===== src/rtl/drop_turn_ctrl.sv =====
// Keyboard-to-board move controller: debounced cursor moves, one-hot drop commands,
// turn alternation, full-column rejection and win/draw freeze. Optional macro: CURSOR_WRAP_EN.
module drop_turn_ctrl #(
  parameter int          NUM_COLS  = 7,
  parameter logic [7:0]  KEY_LEFT  = 8'h50,
  parameter logic [7:0]  KEY_RIGHT = 8'h4F,
  parameter logic [7:0]  KEY_DROP  = 8'h2C,
  parameter int          COL_X0    = 75,
  parameter int          COL_PITCH = 75,
  parameter int          CURSOR_Y  = 30
) (
  input  logic                frame_clk,
  input  logic                Reset_n,
  input  logic [7:0]          keycode,
  input  logic [NUM_COLS-1:0] col_full,
  input  logic                win,
  output logic [NUM_COLS-1:0] drop_red,
  output logic [NUM_COLS-1:0] drop_black,
  output logic [2:0]          cursor_col,
  output logic                turn,
  output logic                invalid,
  output logic                game_over,
  output logic                draw,
  output logic [9:0]          CursorX,
  output logic [9:0]          CursorY
);

  typedef enum logic [1:0] {IDLE, WAIT_REL, OVER} state_t;

  localparam logic [5:0]          MAX_MOVES = 6'(NUM_COLS * 6);
  localparam logic [2:0]          LAST_COL  = 3'(NUM_COLS - 1);
  localparam logic [2:0]          HOME_COL  = 3'd3;
  localparam logic [NUM_COLS-1:0] ONE_HOT0  = NUM_COLS'(1);

  state_t              state, state_n;
  logic [5:0]          move_count, move_count_n;
  logic [2:0]          col_n;
  logic                turn_n, invalid_n, game_over_n, draw_n;
  logic [NUM_COLS-1:0] drop_red_n, drop_black_n;
  logic [9:0]          cursor_x_n;

  // NOTE: every always_comb output gets a default first so no path leaves it
  // unassigned; otherwise synthesis infers a latch.
  always_comb begin
    state_n      = state;
    col_n        = cursor_col;
    turn_n       = turn;
    move_count_n = move_count;
    drop_red_n   = '0;
    drop_black_n = '0;
    invalid_n    = 1'b0;
    game_over_n  = game_over;
    draw_n       = draw;

    if (state != OVER) begin
      // win outranks both the draw condition and any key in the same cycle
      if (win) begin
        state_n     = OVER;
        game_over_n = 1'b1;
      end else if (move_count >= MAX_MOVES) begin
        state_n     = OVER;
        game_over_n = 1'b1;
        draw_n      = 1'b1;
      end else begin
        unique case (state)
          IDLE: begin
            if (keycode == KEY_LEFT) begin
              state_n = WAIT_REL;
`ifdef CURSOR_WRAP_EN
              col_n = (cursor_col == 3'd0) ? LAST_COL : cursor_col - 3'd1;
`else
              col_n = (cursor_col == 3'd0) ? 3'd0 : cursor_col - 3'd1;
`endif
            end else if (keycode == KEY_RIGHT) begin
              state_n = WAIT_REL;
`ifdef CURSOR_WRAP_EN
              col_n = (cursor_col == LAST_COL) ? 3'd0 : cursor_col + 3'd1;
`else
              col_n = (cursor_col == LAST_COL) ? LAST_COL : cursor_col + 3'd1;
`endif
            end else if (keycode == KEY_DROP) begin
              state_n = WAIT_REL;
              if (!col_full[cursor_col]) begin
                if (turn) drop_black_n = ONE_HOT0 << cursor_col;
                else      drop_red_n   = ONE_HOT0 << cursor_col;
                turn_n       = ~turn;
                move_count_n = (move_count == MAX_MOVES) ? move_count : move_count + 6'd1;
              end else begin
                invalid_n = 1'b1;
              end
            end
          end
          WAIT_REL: if (keycode == 8'h00) state_n = IDLE;
          default:  state_n = IDLE;
        endcase
      end
    end
  end

  assign cursor_x_n = 10'(COL_X0 + COL_PITCH * int'(col_n));

  // NOTE: state registers use non-blocking assignments so all flops update
  // together from values sampled before the edge.
  always_ff @(posedge frame_clk or negedge Reset_n) begin
    if (!Reset_n) begin
      state      <= IDLE;
      cursor_col <= HOME_COL;
      turn       <= 1'b0;
      move_count <= '0;
      drop_red   <= '0;
      drop_black <= '0;
      invalid    <= 1'b0;
      game_over  <= 1'b0;
      draw       <= 1'b0;
      CursorX    <= 10'(COL_X0 + COL_PITCH * 3);
      CursorY    <= 10'(CURSOR_Y);
    end else begin
      state      <= state_n;
      cursor_col <= col_n;
      turn       <= turn_n;
      move_count <= move_count_n;
      drop_red   <= drop_red_n;
      drop_black <= drop_black_n;
      invalid    <= invalid_n;
      game_over  <= game_over_n;
      draw       <= draw_n;
      CursorX    <= cursor_x_n;
      CursorY    <= 10'(CURSOR_Y);
    end
  end

endmodule


===== config.mk =====
export PLATFORM = sky130hd
export DESIGN_NAME = drop_turn_ctrl
export DESIGN_NICKNAME = d
export VERILOG_FILES = /design/src/rtl/drop_turn_ctrl.sv
export SDC_FILE = /design/constraint.sdc
export NUM_CORES = 1
export LEC_CHECK = 0
export CAP_MARGIN = 20
export CELL_PAD_IN_SITES_DETAIL_PLACEMENT = 1
export CELL_PAD_IN_SITES_GLOBAL_PLACEMENT = 2
export CORE_UTILIZATION = 32
export CTS_CLUSTER_DIAMETER = 100
export DETAILED_ROUTE_END_ITERATION = 10
export GPL_ROUTABILITY_DRIVEN = 0
export PLACE_DENSITY_LB_ADDON = 0.05
export SYNTH_ARGS = -nofsm -noshare
export SYNTH_HDL_FRONTEND = slang
export SYNTH_SLANG_ARGS = --single-unit

===== constraint.sdc =====
create_clock -name frame_clk -period 12.5 [get_ports frame_clk]
set_input_delay 1.875 -clock frame_clk [delete_from_list [all_inputs] [get_ports frame_clk]]
set_output_delay 1.875 -clock frame_clk [all_outputs]
set_load 0.02 [all_outputs]

Word-level counts from Yosys, hierarchy flattened
Index checks and enable logic that the tools add are counted.
W data, S select, Z words.
{ "classes": {"multipliers": 1, "magnitude_cmp": 2, "eq_ne": 9, "n_shift": 1, "bitwise": 7, "muxes": 45, "reduce_logical": 9, "add_sub_neg": 4} }
{ "op_table": {"columns": ["operator", "count"], "rows": [
  ["$mux W7", 18],
  ["$mux W3", 8],
  ["$eq A8 B7 Y1 const B", 2],
  ["$mux W2", 6],
  ["$mux W1", 11],
  ["$add A7 B10 Y10 const A", 1],
  ["$mul A7 B3 Y10 const A", 1],
  ["$reduce_and A9 Y1", 1],
  ["$eq A8 B6 Y1 const B", 1],
  ["$logic_not A8 Y1", 1],
  ["$reduce_and A8 Y1", 1],
  ["$not A1 Y1", 7],
  ["$shl A1 B3 Y7 const A", 1],
  ["$add A6 B1 Y6 const B", 1],
  ["$eq A6 B6 Y1 const B", 1],
  ["$ge A6 B6 Y1 const B", 1],
  ["$ne A6 B6 Y1 const B", 1],
  ["$reduce_and A3 Y1", 2],
  ["$lt A3 B4 Y1 const B", 1],
  ["$ne A4 B4 Y1 const B", 1],
  ["$pmux W2 S2", 1],
  ["$add A3 B1 Y3 const B", 1],
  ["$bmux W1 S3", 1],
  ["$eq A3 B3 Y1 const B", 1],
  ["7 further kinds", 7]
]} }
{ "totals": {"wordCells": 88, "output_inout_bits": 41, "regBits": 39} }

Depth between registers and ports, before layout
{ "logic_depth": {"depth_word": 10, "mapped_depth": 17, "mapped_depth_nobuf": 17} }

Worst setup path before layout
Ideal clock, no wire load.
{ "synth_path": {"path_type": "input to register", "from": "input port keycode[1]", "to": "register CursorX[7]", "setup_time_ps": 104, "t_required_ps": 12396, "arrival_ps": 5450, "n_path_buf": 0, "setup_slack_ps": 6946, "cell_stages": 12, "path_cell_list": "or4b_4 -> or2_4 -> a211o_1 -> o21ai_0 -> inv_1 -> ha_1 -> inv_1 -> ha_1 -> ha_1 -> or3b_2 -> o21a_1 -> o311ai_1"} }
{ "synth_between": {"elab_chain_cells": 9, "word_cells_on_any_way": 10} }
{ "synth_lines": {"columns": ["item", "line_no", "rtl"], "rows": [
  ["from (decl)", "14", "input logic [7:0] keycode,"],
  ["$eq A8 B7 Y1", "74", "end else if (keycode == KEY_RIGHT) begin"],
  ["$mux W3", "74", null],
  ["$mux W3 (*)", "67", "if (keycode == KEY_LEFT) begin"],
  ["$mux W3 (*)", "65", "unique case (state)"],
  ["$mux W3 (*)", "60", "end else if (move_count >= MAX_MOVES) begin"],
  ["$mux W3 (*)", "57", "if (win) begin"],
  ["$mux W3 (*)", "55", "if (state != OVER) begin"],
  ["named net col_n[1]", "37", "logic [2:0] col_n;"],
  ["$mul A7 B3 Y10 (*)", "100", "assign cursor_x_n = 10'(COL_X0 + COL_PITCH * int'(col_n));"],
  ["$add A7 B10 Y10 (*)", "100", null],
  ["named net cursor_x_n[7]", "40", "logic [9:0] cursor_x_n;"],
  ["to (signal assigned)", "115", "CursorX <= 10'(COL_X0 + COL_PITCH * 3);"],
  ["to (signal assigned)", "127", "CursorX <= cursor_x_n;"],
  ["to (decl)", "24", "output logic [9:0] CursorX,"]
]} }
The timed path passes the listed nets; every way through them passes the cells marked *.
A chain may end at the register's enable or synchronous reset.

Worst setup path after layout
{ "layout_path": {"from": "input port keycode[4]", "to": "register CursorX[7]"} }
Same word-level chain as after synthesis.

==> results.yml <==
logic_synthesis:
  synth-seq-cells: 39
  syn_area_um2: 2240
  synth_compound_area_frac: 0.132
  ys.flop_type: "dfrtp_1"
  synth_xor_area_frac: 0.0392
  synthMuxAreaShare: 0.0190
  synth_cell_types: 56
  yosys_warnings: 0
  synth_edf_count: 0
  synth_top_family_by_area: "simple AND/OR/NAND/NOR gates"
  ys_seq_area_frac: 0.440
  synth_fa_ha_area_frac: 0.121
  synth_async_sr_flop_share: 1.00
  yosys.area_share.simple: 0.174
  syn_inst: 213
  syn_area_per_cell_um2: 10.5
timing:
  fin_skew_ps: 4.33
  finalCritPeriodShare: 0.494
  finalSetupTns_ps: 0
  tightest_slew_ps: 935
  finalHoldViolCount: 0
  rsz0062_at_grt: "false"
  setup_viol: 0
  min_period_ps: 6180
  drv_slew: 0
  slew_headroom: 0.370
  fmax_mhz: 162
cells_and_area:
  final-seq-area_um2: 983
  n_antenna_cell: 0
  nets: 302
  multiInputGateArea_um2: 1120
  layout_commonest_cell: "clkdlybuf4s50_1"
  final_layout_size_suffix_gt1_frac: 0.117
  stdcell_count: 344
  final_cell_mix: "clkdlybuf4s50_1, dfrtp_1, nor2_1, ha_1, inv_1"
  num-fill-cells: 769
  syn_to_final_growth_pct: 29.0
floorplan:
  pin_count: 59
  die_h_um: 85.6
  rows: 30
  core_um2: 6760
  start_util: 0.331
  dieArea_um2: 7330
  die_width_um: 85.6
setup_path:
  crit_family: "compound AO/OA/AOI/OAI gates"
  crit_type: "in -> reg"
  rrSetupSlack_ps: 7790
  crit_path_frequent_cell: "ha_1"
  path_buf_inv: 3
  cp-end-kind: "flop"
  worstSetupStartpointType: "primary input"
  r2r_cells: 14
  r2r-start: "move_count[0]"
  crit_fanout: 8
  cp.arrival_ps: 6360
  r2r-end: "CursorX[7]"
  crit_slowest_cell: "o21ai_0"
  worstPathRequired_ps: 12680
  max_stage_delay_ps: 770
  crit_path_cell_trace: "clkdlybuf4s50_1 -> or4b_4 -> or2_4 -> a211o_1 -> o21ai_0 -> inv_1 -> ha_1 -> inv_1 -> ha_1 -> ha_1 -> or3b_2 -> o21a_1 -> o311ai_1"
grt:
  track_usage: 0.150
  grt.overflow.total: 0
  grt_max_degree: 40
  grt_pass1_wl_um: 8560
  antenna_found_initial: 0
  grt_pass1_vias: 1674
hold_path:
  holdCritPathClass: "reg -> reg"
  min-delay-start: "draw"
  min_path_cells: 1
  hold-path-endpoint: "draw"
drt:
  firstDrtPassIters: 2
  post_drt_wl_per_cell_um: 14.4
  ant_nets: 0
  vias: 1608
  drc: 0
  drt_iter0_drc: 61
  viasPerCell: 4.67
  routed_wl_um: 4970
clock_network:
  root_buffer: "clkbuf_8"
  cts_tree: "done"
  clock-sinks: 39
  cts_setup_buffers: 0
  cts.path.max_buffers: 2
  cts_buffers: 5
  holdBufCountCts: 0
  htree_levels: 2
  clkLatencyLatePin_ps: 290
  cts_resized: 0
  clk_transition_reported_paths_ps: 80
power_and_ir_drop:
  max-vdd-ir-drop_v: 0.0000337
  p_per_area_nw_per_um2: 93.7
  p_leak_uw: 0.00123
flow_run:
  max-cap-violations: 0
run_status:
  outcome: "finished clean"
placement:
  place_inst: 336
  hpwl_um: 3830
  io_buffers: 48
## state kept, by name (all words and copies together), names as in the netlist
register	cells
move_count	6
cursor_col	3
CursorX	10
draw	1
game_over	1
drop_black	7
turn	1
invalid	1
state	2
drop_red	7
## kinds of logic (layout without fill, tap and decap cells)
family | Yosys count | in the layout
xor gates and xnor gates | 10 | 10
and+or+nand+nor | 71 | 71
AOI/OAI and AO/OA | 36 | 36
muxes | 3 | 3
buffers and inverters | 31 | 74
adders and majority gates | 21 | 21
other | 2 | 10
DFF | 39 | 39
## worst reg2reg max path, stage by stage (launching register included)
cell and delay, ps:
dfrtp_1 420, inv_1 60, ha_1 190, nor4_1 540
o21ai_0 190, a211o_1 360, o21ai_0 770, inv_1 240
ha_1 270, inv_1 50, ha_1 210, ha_1 340
or3b_2 490, o21a_1 190, o311ai_1 280
## through the flow
stage               total power (uW)  setup slack [ps]  hold WS, ps  area [um^2]  utilization
detailed placement               147              6030          452         2750        0.407
global placement                 147              6160          444         2750        0.407
finish                           270              6320          463         2890        0.427
global route                     282              5960          492         2890        0.427
CTS                              275              6290          471         2890        0.427
floorplan                        138              6950          435         2270            -
## worst max-delay path by stage
stage | start | endpoint | slack (ps) | cells past startpoint
2_1_floorplan | keycode[1] | CursorX[7] | 6950 | 12
3_3_place_gp | keycode[1] | CursorX[7] | 6160 | 13
3_5_place_dp | keycode[4] | CursorX[7] | 6030 | 13
4_1_cts | keycode[4] | CursorX[7] | 6290 | 13
5_1_grt | keycode[1] | CursorX[7] | 5960 | 13
6_report | keycode[4] | CursorX[7] | 6320 | 13
## where the power goes
part	internal, uW	leakage (uW)	switching, uW	total (uW)
sequential	127	0.000494	0.287	127
combinational	7.10	0.000675	9.78	16.9
clock	79.6	0.0000644	46.8	126
## layer usage
metal	vias up	share of wire	GRT usage
met3	7	0.024	0.0241
met2	27	0.48	0.248
met4	0	0.014	0.0545
li1	813	-	-
met1	761	0.48	0.199
met5	-	0	0
## final cells by class
cell class | count | share of cell area
multi-input combinational | 151 | 0.389
sequential | 39 | 0.341
timing repair buffer | 48 | 0.165
tap | 80 | 0.0347
clock buffer | 5 | 0.0239
clock inverter | 3 | 0.0234
inverter | 18 | 0.0234
## cells in the mapped netlist (all sizes together) (2+ instances only)
cell type	n	share of area
nand4	2	0.0056
a21oi	2	0.0045
nand2	15	0.025
o211ai	4	0.013
nor3b	2	0.0067
nor3	4	0.0090
xor2	3	0.012
inv	18	0.030
buf	10	0.034
or3b	2	0.0090
or2	3	0.0095
mux2i	2	0.0090
dfstp	6	0.071
o211a	2	0.0090
and3	5	0.015
conb	2	0.0034
xnor2	7	0.027
nor4	2	0.0056
o21ai	9	0.020
clkbuf	2	0.0034
nand3	3	0.0067
ha	20	0.11
nor2b	2	0.0056
dfrtp	33	0.37
a21o	4	0.017
a2111oi	6	0.035
nor2	20	0.034
or4b	2	0.011
o21a	2	0.0067
Power figures use the tool's default switching activity.
